==> src/rtl/ncl_pkg.sv <==
// Dual-rail NCL constants, FSM encoding and rail-pair helpers
// shared by the synchronous add/subtract wrapper and its core.
package ncl_pkg;

    localparam logic [1:0] DR_NULL = 2'b00;
    localparam logic [1:0] DR_F    = 2'b01;
    localparam logic [1:0] DR_T    = 2'b10;
    localparam logic [1:0] DR_INV  = 2'b11;

    typedef enum logic [1:0] {
        IDLE = 2'd0,
        DATA = 2'd1,
        NUL  = 2'd2
    } state_e;

    function automatic logic [1:0] dr_enc(input logic b);
        return b ? DR_T : DR_F;
    endfunction

    // Only meaningful on a completed pair; the true rail carries the value.
    function automatic logic dr_dec(input logic [1:0] p);
        return p[1] & ~p[0];
    endfunction

    function automatic logic dr_done(input logic [1:0] p);
        return (p == DR_T) || (p == DR_F);
    endfunction

    function automatic logic dr_inv(input logic [1:0] p);
        return p == DR_INV;
    endfunction

endpackage

==> src/rtl/ncl_addsub_core.sv <==
// Combinational dual-rail ripple adder; NULL in gives NULL out,
// an invalid rail pair anywhere upstream poisons everything downstream.
module ncl_addsub_core
    import ncl_pkg::*;
#(
    parameter int WIDTH = 8
) (
    input  logic [2*WIDTH-1:0] a_dr,
    input  logic [2*WIDTH-1:0] b_dr,
    input  logic [1:0]         cin_dr,
    output logic [2*WIDTH-1:0] sum_dr,
    output logic [1:0]         cout_dr,
    output logic [1:0]         ovf_dr
);

    function automatic logic [3:0] full_adder(
        input logic [1:0] a,
        input logic [1:0] b,
        input logic [1:0] c
    );
        logic s;
        logic co;
        if (dr_inv(a) || dr_inv(b) || dr_inv(c))
            return {DR_INV, DR_INV};
        if (!(dr_done(a) && dr_done(b) && dr_done(c)))
            return {DR_NULL, DR_NULL};
        s  = dr_dec(a) ^ dr_dec(b) ^ dr_dec(c);
        co = (dr_dec(a) & dr_dec(b))
           | (dr_dec(c) & (dr_dec(a) ^ dr_dec(b)));
        return {dr_enc(co), dr_enc(s)};
    endfunction

    function automatic logic [1:0] ncl_xor(
        input logic [1:0] x,
        input logic [1:0] y
    );
        if (dr_inv(x) || dr_inv(y))
            return DR_INV;
        if (!(dr_done(x) && dr_done(y)))
            return DR_NULL;
        return dr_enc(dr_dec(x) ^ dr_dec(y));
    endfunction

    logic [1:0] c [WIDTH+1];

    always_comb begin
        sum_dr = '0;
        c[0]   = cin_dr;
        for (int i = 0; i < WIDTH; i++) begin
            {c[i+1], sum_dr[2*i +: 2]} =
                full_adder(a_dr[2*i +: 2], b_dr[2*i +: 2], c[i]);
        end
    end

    assign cout_dr = c[WIDTH];
    assign ovf_dr  = ncl_xor(c[WIDTH-1], c[WIDTH]);

endmodule

==> src/rtl/ncl_addsub_sync.sv <==
// Synchronous valid/ready wrapper sequencing DATA/NULL wavefronts
// through the dual-rail core, with timeout and invalid-code detection.
module ncl_addsub_sync
    import ncl_pkg::*;
#(
    parameter int WIDTH   = 8,
    parameter int TIMEOUT = 16
) (
    input  logic             clk,
    input  logic             rst,
    input  logic             in_valid,
    output logic             in_ready,
    input  logic [WIDTH-1:0] in_a,
    input  logic [WIDTH-1:0] in_b,
    input  logic             in_mode,
    input  logic             in_cin,
    output logic             out_valid,
    input  logic             out_ready,
    output logic [WIDTH-1:0] out_soma,
    output logic             out_cout,
    output logic             out_overflow,
    output logic             err
);

    localparam int CW = $clog2(TIMEOUT) + 1;

    state_e             state_q, state_d;
    logic [2*WIDTH-1:0] a_q, a_d;
    logic [2*WIDTH-1:0] b_q, b_d;
    logic [1:0]         cin_q, cin_d;
    logic [CW-1:0]      cnt_q, cnt_d;
    logic               vld_q, vld_d;
    logic [WIDTH-1:0]   soma_q, soma_d;
    logic               cout_q, cout_d;
    logic               ovf_q, ovf_d;
    logic               err_q, err_d;

    logic [2*WIDTH-1:0] core_sum;
    logic [1:0]         core_cout;
    logic [1:0]         core_ovf;
    logic               all_done;
    logic               any_inv;
    logic               all_null;

    ncl_addsub_core #(.WIDTH(WIDTH)) u_core (
        .a_dr    (a_q),
        .b_dr    (b_q),
        .cin_dr  (cin_q),
        .sum_dr  (core_sum),
        .cout_dr (core_cout),
        .ovf_dr  (core_ovf)
    );

    assign in_ready = (state_q == IDLE) && (!vld_q || out_ready);

    always_comb begin
        all_done = dr_done(core_cout);
        any_inv  = dr_inv(core_cout) || dr_inv(core_ovf);
        all_null = (core_cout == DR_NULL) && (core_ovf == DR_NULL);
        for (int i = 0; i < WIDTH; i++) begin
            all_done = all_done && dr_done(core_sum[2*i +: 2]);
            any_inv  = any_inv || dr_inv(core_sum[2*i +: 2]);
            all_null = all_null && (core_sum[2*i +: 2] == DR_NULL);
        end
    end

    always_comb begin
        state_d = state_q;
        a_d     = a_q;
        b_d     = b_q;
        cin_d   = cin_q;
        cnt_d   = cnt_q;
        vld_d   = vld_q;
        soma_d  = soma_q;
        cout_d  = cout_q;
        ovf_d   = ovf_q;
        err_d   = err_q;

        if (vld_q && out_ready)
            vld_d = 1'b0;

        unique case (state_q)
            IDLE: begin
                if (in_valid && in_ready) begin
                    for (int i = 0; i < WIDTH; i++) begin
                        a_d[2*i +: 2] = dr_enc(in_a[i]);
                        b_d[2*i +: 2] = dr_enc(in_b[i] ^ in_mode);
                    end
                    cin_d   = dr_enc(in_cin ^ in_mode);
                    cnt_d   = '0;
                    state_d = DATA;
                end
            end
            DATA: begin
                if (any_inv || all_done ||
                    cnt_q == CW'(TIMEOUT - 1)) begin
                    a_d     = '0;
                    b_d     = '0;
                    cin_d   = DR_NULL;
                    state_d = NUL;
                    if (!any_inv && all_done) begin
                        for (int i = 0; i < WIDTH; i++)
                            soma_d[i] = dr_dec(core_sum[2*i +: 2]);
                        cout_d = dr_dec(core_cout);
                        ovf_d  = dr_dec(core_ovf);
                        vld_d  = 1'b1;
                    end else begin
                        err_d = 1'b1;
                    end
                end else begin
                    cnt_d = cnt_q + CW'(1);
                end
            end
            NUL: begin
                if (all_null)
                    state_d = IDLE;
            end
            default: state_d = IDLE;
        endcase
    end

    always_ff @(posedge clk or posedge rst) begin
        if (rst) begin
            state_q <= IDLE;
            a_q     <= '0;
            b_q     <= '0;
            cin_q   <= DR_NULL;
            cnt_q   <= '0;
            vld_q   <= 1'b0;
            soma_q  <= '0;
            cout_q  <= 1'b0;
            ovf_q   <= 1'b0;
            err_q   <= 1'b0;
        end else begin
            state_q <= state_d;
            a_q     <= a_d;
            b_q     <= b_d;
            cin_q   <= cin_d;
            cnt_q   <= cnt_d;
            vld_q   <= vld_d;
            soma_q  <= soma_d;
            cout_q  <= cout_d;
            ovf_q   <= ovf_d;
            err_q   <= err_d;
        end
    end

    assign out_valid    = vld_q;
    assign out_soma     = soma_q;
    assign out_cout     = cout_q;
    assign out_overflow = ovf_q;
    assign err          = err_q;

endmodule

==> config.mk <==
export PLATFORM = sky130hd
export DESIGN_NAME = ncl_addsub_sync
export DESIGN_NICKNAME = d
export VERILOG_FILES = /design/src/rtl/ncl_pkg.sv /design/src/rtl/ncl_addsub_core.sv /design/src/rtl/ncl_addsub_sync.sv
export SDC_FILE = /design/constraint.sdc
export NUM_CORES = 1
export LEC_CHECK = 0
export ABC_CLOCK_PERIOD_IN_PS = 10400
export CORE_MARGIN = 1.5
export CORE_UTILIZATION = 58
export CTS_CLUSTER_SIZE = 14
export DETAILED_ROUTE_END_ITERATION = 8
export PLACE_DENSITY = 0.78
export SLEW_MARGIN = 40
export SYNTH_ARGS = -nofsm -noshare
export SYNTH_HDL_FRONTEND = slang
export SYNTH_SLANG_ARGS = --single-unit
==> constraint.sdc <==
create_clock -name clk -period 10.4 [get_ports clk]
set_input_delay 1.56 -clock clk [delete_from_list [all_inputs] [get_ports clk]]
set_output_delay 1.56 -clock clk [all_outputs]
set_load 0.02 [all_outputs]
## Word level (Yosys, flattened, before mapping)

Cells that the tools add are included.
Widths: inputs -> output; s select.

- Flip-flop bits (word level): 53
- Word-level logic and storage cells: 472

- Add/sub/neg operators: 1
- Eq/ne operators: 107
- Mux-type cells: 116
- Bitwise gates (word level): 119
- Reductions and logical operators: 119

Operators by type and width:

| operator | number |
|---|---|
| $eq 2x2->1 const B | 68 |
| $mux 4 | 32 |
| $mux 2 | 43 |
| $eq 2x1->1 const B | 34 |
| $pmux 16 s2 | 2 |
| $logic_or 1x1->1 | 62 |
| $and 1x1->1 | 50 |
| $mux 16 | 3 |
| $logic_and 1x1->1 | 38 |
| $not 1->1 | 35 |
| $mux 1 | 31 |
| $xor 1x1->1 | 26 |
| $logic_not 2->1 | 11 |
| $reduce_and 3->1 | 5 |
| $mux 5 | 2 |
| $pmux 5 s2 | 1 |
| $or 1x1->1 | 8 |
| $ne 2x2->1 const B | 3 |
| $pmux 2 s3 | 1 |
| $add 5x1->5 const B | 1 |
| $eq 5x4->1 const B | 1 |
| $pmux 2 s2 | 1 |
| $logic_not 1->1 | 2 |
| $ne 2x1->1 const B | 1 |
| $reduce_bool 2->1 | 1 |

## Depth between registers and ports, before layout

- Depth in word-level cells: 79
- Gate-level depth with buffers: 43
- Gate-level depth less buffers: 41

## Cells and area by module

A second synthesis with hierarchy kept.

- Cell total of the unflattened synthesis: 471
- Area, all modules: 4320.4 um^2

Modules (own cells, without submodules):

| module | instances | cells each | area an instance (um^2) | sequential area each (um^2) |
|---|---|---|---|---|
| ncl_addsub_sync | 1 | 298 | 2970.3 | 1326.3 |
| ncl_addsub_core | 1 | 173 | 1350.0 | 0.0 |

## Least setup slack after synthesis

Ideal clock, no wire load.

- Path type: register -> register
- Start: register a_q[0]
- End: register soma_q[3] (netlist: out_soma[3])
- Library setup time: 128 ps
- Arrival: 8530 ps
- Data required time: 10272 ps
- Setup slack: 1743 ps
- Stages on the path, launching flop included: 41
- Buffers on the path: 2
- Path through: dfrtp_1 > inv_1 > ha_1 > inv_1 > fa_1 > o41ai_1 > ha_1 > or3_1 > o21ai_0 > ha_1 > or3_1 > o21bai_1 > ha_1 > inv_1 > fa_1 > o211ai_1 > ha_1 > inv_1 > (+5 left out) > o21bai_1 > ha_1 > inv_1 > fa_1 > o21bai_1 > ha_1 > inv_1 > fa_1 > nor2_1 > or2_2 > ha_1 > nor3_1 > nand4_1 > or4_4 > buf_6 > or3_4 > buf_6 > mux2_1

- Longest elaborated chain between the ends: 77
- Elaborated cells between the ends (all ways): 229
- Classes of those cells: 52 x eq/ne; 71 x mux; 47 x bitwise; 59 x reduce/logical

Ends and longest elaborated chain:

| item | line | source |
|---|---|---|
| start, declared | ncl_addsub_sync.sv:28 | `logic [2*WIDTH-1:0] a_q, a_d;` |
| start signal, assigned | ncl_addsub_sync.sv:125 | `a_q <= '0;` |
| start signal, assigned | ncl_addsub_sync.sv:136 | `a_q <= a_d;` |
| $not 1->1 (tied with other cells) | ncl_pkg.sv:22 | `return p[1] & ~p[0];` |
| $and 1x1->1 or $logic_or 1x1->1 (tied branches) | ncl_pkg.sv:22, ncl_pkg.sv:26 |  |
| $xor 1x1->1 or $logic_and 1x1->1 (tied branches) | ncl_addsub_core.sv:27, ncl_addsub_core.sv:29, ncl_addsub_core.sv:25 |  |
| $and 1x1->1 or $logic_and 1x1->1 (tied branches) | ncl_addsub_core.sv:29, ncl_addsub_core.sv:25 |  |
| $or 1x1->1 or $mux 1 (tied branches) | ncl_addsub_core.sv:29, ncl_addsub_core.sv:25 |  |
| $mux 2 or $mux 1 (tied branches) | ncl_pkg.sv:17, ncl_addsub_core.sv:25 |  |
| $mux 4 | ncl_addsub_core.sv:27 | `s = dr_dec(a) ^ dr_dec(b) ^ dr_dec(c);` |
| $mux 4 * | ncl_addsub_core.sv:25 | `if (!(dr_done(a) && dr_done(b) && dr_done(c)))` |
| (+54 left out) | -- |  |
| $mux 2 | ncl_addsub_core.sv:41 | `return dr_enc(dr_dec(x) ^ dr_dec(y));` |
| $mux 2 | ncl_addsub_core.sv:39 | `if (!(dr_done(x) && dr_done(y)))` |
| $eq 2x2->1 | ncl_pkg.sv:30 | `return p == DR_INV;` |
| $logic_or 1x1->1 | ncl_addsub_sync.sv:58 | `any_inv = dr_inv(core_cout) \|\| dr_inv(core_ovf);` |
| $logic_or 1x1->1 (8 in series) | ncl_addsub_sync.sv:62 | `any_inv = any_inv \|\| dr_inv(core_sum[2*i +: 2]);` |
| $logic_or 1x1->1 or $logic_not 1->1 (tied branches) | ncl_addsub_sync.sv:95, ncl_addsub_sync.sv:101 |  |
| $logic_or 1x1->1 or $logic_and 1x1->1 (tied branches) | ncl_addsub_sync.sv:95, ncl_addsub_sync.sv:101 |  |
| $reduce_and 3->1 (no source line) | -- |  |
| end signal, assigned | ncl_addsub_sync.sv:141 | `soma_q <= soma_d;` |
| end, declared | ncl_addsub_sync.sv:33 | `logic [WIDTH-1:0] soma_q, soma_d;` |

Mark *: on every way between the ends. The rest lies on a longest branch, timed or not. The select of a mux whose other input is x is not followed.
A chain may end at the register's enable or synchronous reset.

## Worst setup path after layout

- Start: register a_q[0]
- End: register soma_q[5] (netlist: out_soma[5])

Same word-level chain as after synthesis.

==> results.tsv <==
metric	value	unit
status	complete, no violations	
clock_sinks	53	
ys_warn_count	0	
setup.worst_path.start_class	register	
maxCapViolCount	0	
antennaDiodeCount	0	
rsz0062_at_grt	false	
slew_viol_final	0	
grt_pass1_wl	12.36	mm
slew_headroom	52.70	%
avgSynthCellArea	10.64	um2
powerDensity	307.1	nW/um2
fp.dieH	80.79	um
core	5886	um2
die-area	6527	um2
worstSetupEndpointType	register	
synthTopCellsByCount	dfrtp_1 (53), inv_1 (48), ha_1 (46)	
yosysSeqAreaShare	37.79	%
path_max_fanout	11	
synth_top_area_share	37.79	%
grt_max_degree	54	
vias	2595	
gp_congestion	0.8733	
fp.dieW	80.79	um
async_reset_ff_share	100.0	%
synth_nets	406	
clkTransAtPathRegs	90	ps
reg2reg_from	a_q[0]	
required	10600	ps
finalSetupViolCount	0	
grt_remaining_overflow	0	
r2r_cells	37	
timing.fmax	106.6	MHz
final_net_count	442	
r2r_end	out_soma[5]	
r2r_slack	1020	ps
drc	0	
cts_inserted_buffers	5	
hpwl	5.577	mm
synth_area_leaders	dfrtp_1 (38%), ha_1 (16%), inv_1 (5.1%)	
drtAntennaViolNets	0	
initial_utilization	59.63	%
final-hold-violation-count	0	
crit_buf_inv	6	
cts-root-buf	clkbuf_8	
hold_depth	1	
wl_per_cell	16.23	um
fin_skew	4.055	ps
slowest_stage	or4_4	
clock_path_buffers	2	
ctsHoldBuffers	0	
syn_inst	330	
firstDrtPassIters	4	
h-tree-depth	2	
synth_area	3510	um2
antenna_found_initial	0	
clkLatencyLatePin	310	ps
whs_endpoint	out_soma[6]	
critPathTopFamily	adder cells	
period_needed	9384	ps
p_leak	1.876	nW
std_cell_rows	28	
hp-class	reg2reg	
drt-initial-drc-count	179	
crit_arrival	9590	ps
synthFlopType	dfrtp_1	
wl	7.172	mm
synth_area_leader_cell	dfrtp_1	
io_pins	35	
fin_setup_tns	0	ps
grt_pass1_vias	2594	
yosysMostFrequentCell	dfrtp_1	
syn_to_final_growth	14.65	%
synth_cell_types	45	
min_from	out_soma[6]	
period_share	90.23	%
irDropWorstVdd	0.0001454	V
via_per_inst	5.871	
io_buffers	34	
ys_ff_latch	53	
critPathMaxStageDelay	590	ps
post_cts_buffers	0	
worst_slew_pin_slew	703.0	ps
drive_above_1_share	7.357	%
cts_resized	0	
grt_use_total	24.65	%
crit_type	reg2reg	
cts_tree	built	
synth_edf_count	0	
holdWs	511.4	ps
cp_common_cell	ha_1	
how the worst max path moves through the flow:
| stage | cells after the start | slack, ps | start | to |
|---|---|---|---|---|
| 2_1_floorplan | 40 | 1740 | a_q[0] | out_soma[3] |
| 3_3_place_gp | 35 | 1480 | a_q[0] | out_soma[3] |
| 3_5_place_dp | 37 | 1150 | b_q[0] | out_soma[5] |
| 4_1_cts | 37 | 1100 | a_q[0] | out_soma[6] |
| 5_1_grt | 36 | 510 | a_q[0] | out_soma[3] |
| 6_report | 37 | 1020 | a_q[0] | out_soma[5] |
where the power goes:
part | switching [mW] | internal (mW)
clock | 0.0668 | 0.0468
combinational | 0.453 | 0.330
sequential | 0.0644 | 0.274
total | 0.585 | 0.651
per-stage QoR:
step,cells,util (%),power (mW),cell area [um2],setup WS [ps]
after detailed placement,434,66.96,1.118,3941,1149
final,442,68.37,1.236,4024,1016
after CTS,442,68.37,1.239,4024,1096
after global routing,442,68.37,1.358,4024,513.8
after floorplan,330,-,0.9073,3510,1743
after global placement,432,66.67,1.071,3924,1485
cells by family after synthesis:
family	count (synthesis)	synth area share, %
buf+inv	57	6.524
fa+ha+maj	54	20.96
compound gates	60	13.69
mux	13	4.563
simple gates	83	13.98
xor+xnor	10	2.496
flops	53	37.79
layout by cell type (no fill, tap or decap), drive strengths merged, types with 6 or more instances in the layout:
cell / n
nor2: 10
clkbuf: 6
nand2: 12
nand4: 7
or3: 12
inv: 48
dfrtp: 53
xnor2: 8
fa: 8
clkdlybuf4s50: 34
a21oi: 8
a22o: 17
nor3: 19
mux2: 9
o2bb2ai: 17
ha: 46
registers in the layout (all words and copies together), names as in the netlist:
register and flops:
out_overflow 1, b_q 16, err 1, a_q 16, cin_q 2, out_cout 1, cnt_q 5, state_q 2
out_valid 1, out_soma 8
routing by layer:
layer  global-route usage [%]  share of wire [%]  vias to the layer above  wire length, um
met5                        0                  0                        -                0
met4                    6.379                1.6                        0              117
met3                    3.933                3.9                       11              278
met2                    41.01                 47                       71             3361
met1                    33.75                 48                     1272             3415
li1                         -                  -                     1241                -
layout make-up:
type                       count  area [um2]
inverter                      48       182.7
timing repair buffer          38       370.4
tap                           75       93.84
fill                         495        1862
sequential                    53        1326
clock inverter                 2       10.01
clock buffer                   6       72.57
multi-input combinational    220        1968
Note: power is estimated with default switching activity, not from simulation.
==> patch, RTL diff (config.mk and constraints unchanged) <==
The 3 states of `state_e` get a one-hot encoding in 3 bits.
--- a/src/rtl/ncl_pkg.sv
+++ b/src/rtl/ncl_pkg.sv
@@ -9,6 +9,6 @@
 
-    typedef enum logic [1:0] {
-        IDLE = 2'd0,
-        DATA = 2'd1,
-        NUL  = 2'd2
+    typedef enum logic [2:0] {
+        IDLE = 3'b001,
+        DATA = 3'b010,
+        NUL  = 3'b100
     } state_e;
Behaviour: no difference found for any inputs over 4 cycles, from zero or initial values and one cycle with rst high; so few cycles prove little.
==> patch against the unedited design <==
  * Total power grew 2.6%
  * Area after synthesis grew 2.3%
  * Clock skew grew 0.0039 ns
  * Routed wire length grew 3.9%
  * Global-route usage grew 0.42 points
  * Setup slack lost 0.38 ns
  * Sequential cell count grew 1
  * Final area grew 1.6%
  * Core utilization grew 0.31 points
  * Largest cell class unchanged
  * Largest power group unchanged
  * Highest routed layer unchanged
==> patch: results (changes against the unedited design) <==
* Status: finished, final reports clean
* Leakage at 1.83 nW (-2.2%)
* Worst Hold Class: flop to flop
* Post-synth ARST share at 100% (unchanged)
* Clk pin slew, worst setup/hold paths at 0.10 ns
* GRT Util Overall at 25.1% (+0.42 points)
* WL per Instance at 16.8 um (+3.5%)
* DP Cell Count at 436 (+0.46%)
* Top post-synthesis cells by area: dfrtp_1 37%, ha_1 16%, inv_1 4.6%
* Worst Skew at 0.00793 ns (+0.00387 ns)
* Detailed Place HPWL at 5700 um (+2.2%)
* Post-synth top area cell: dfrtp_1
* Number of CTS-inserted buffers at 5 (unchanged)
* Largest net degree at the start of global routing at 55 (+1.9%)
* CTS HTree Levels at 2 (unchanged)
* Number of global-route vias before repair at 2651 (+2.2%)
* Crit path DAT at 9.97 ns (+0.38 ns)
* Total of fill cells in the finished design at 490 (-1.0%)
* Syn Nets at 413 (+1.7%)
* Placer Congestion at 0.905 (+3.7%)
* Root buffer cell: clkbuf_8
* Post-synthesis adder-cell area fraction at 20.5% (-0.47 points)
* Initial drt markers at 162 (-9.5%)
* Post-CTS sizing at 0 (unchanged)
* Maximum VDD drop at 0.167 mV (+15%)
* Via-to-Cell Ratio at 5.93 (+0.97%)
* Layout cells sized above 1 at 9.21% (+1.9 points)
* WL final at 7450 um (+3.9%)
* DR pass1 iterations at 5 (+1)
* Ys flop type: dfrtp_1
* Port bufs at 34 (unchanged)
* Grt ovf at 0 (unchanged)
* Clk Latency, worst-skew pair at 0.31 ns (about the same)
* Synth Warn # at 0 (unchanged)
* Commonest cells in the netlist: 53 x dfrtp_1, 46 x ha_1, 44 x inv_1
* First-pass GRT wire length at 12600 um (+2.2%)
* Antenna violations before repair at 0 (unchanged)
* Register area share after synthesis at 37.7% (-0.12 points)
* N_diodes at 0 (unchanged)
* Slowest cell delay on critical path at 0.60 ns
* Count of cell types in the netlist at 46 (+2.2%)
* R2R setup slack at 0.63 ns (-0.38 ns)
* Slowest CP cell: or4b_4
* Setup bufs post-CTS at 0 (unchanged)
* Actual slew at the worst max-slew pin at 0.859 ns (+0.156 ns)
* Post-synthesis xor/xnor area fraction at 2.68% (+0.19 points)
* Synth Area in Compound Gates at 13.7% (+0.038 points)
* Multiplexer area fraction after synthesis at 4.25% (-0.31 points)
* Mean area per synthesized cell at 10.7 sq um (+0.19%)
* Clock tree buffer depth at 2 (unchanged)
patch: cell type report:
type / count / area, sq um / area share [%]
Multi-Input combinational cell: 228 / 2020 / 49.4
Sequential cell: 54 / 1350 / 33.1
Timing Repair Buffer: 35 / 348 / 8.50
Inverter: 44 / 168 / 4.10
Tap cell: 75 / 93.8 / 2.29
Clock buffer: 5 / 68.8 / 1.68
Clock inverter: 3 / 40.0 / 0.979
patch: routing by layer:
metal  vias to the layer above  wire length, um  track usage [%]
met5                         -                0                0
met4                         0              136             8.47
met3                        14              325             3.67
met2                        86             3360             39.8
met1                      1273             3630             35.2
li1                       1259                -                -
patch: power by group:
group / switching [W] / internal, W
clock: 0.0000698 / 0.0000710
sequential: 0.0000679 / 0.000281
combinational: 0.000453 / 0.000326
patch: critical path: cells and delay by family (launching register included):
kind / cells / cell delay [ns]
buffers and inverters: 4 / 0.25
flip-flops: 1 / 0.41
AND/OR/NAND/NOR: 9 / 3.16
AO/OA/AOI/OAI: 8 / 1.91
multiplexers: 1 / 0.31
adder cells (fa/ha/maj): 12 / 3.61
patch: path summary, 6_finish.rpt:
path | start | end | cells past startpoint
hold / removal | cnt_q[2]$_DFFE_PP0P_ | cnt_q[2]$_DFFE_PP0P_ | 1
setup reg to reg | a_q[0]$_DFFE_PP0P_ | out_soma[7]$_DFFE_PP0P_ | 34
max in group asynchronous | rst | b_q[8]$_DFFE_PP0P_ | 2
hold reg to reg | cnt_q[2]$_DFFE_PP0P_ | cnt_q[2]$_DFFE_PP0P_ | 1
setup / recovery | a_q[0]$_DFFE_PP0P_ | out_soma[7]$_DFFE_PP0P_ | 34
min in group asynchronous | rst | a_q[10]$_DFFE_PP0P_ | 2
patch: per-stage QoR:
step	hold slack, ns	setup slack [ns]	total power [W]	area [sq um]
after floorplan	0.460	1.52	0.000923	3590
after global placement	0.487	1.15	0.00109	3980
after detailed placement	0.493	0.885	0.00111	3980
after CTS	0.506	0.726	0.00126	4090
after global routing	0.538	0.0162	0.00138	4090
final	0.507	0.634	0.00127	4090
patch: logic make-up after synthesis:
| logic type | Yosys count |
|---|---|
| simple gates | 89 |
| fa+ha+maj | 54 |
| compound gates | 60 |
| mux | 14 |
| buf+inv | 55 |
| xor+xnor | 11 |
| flops | 54 |
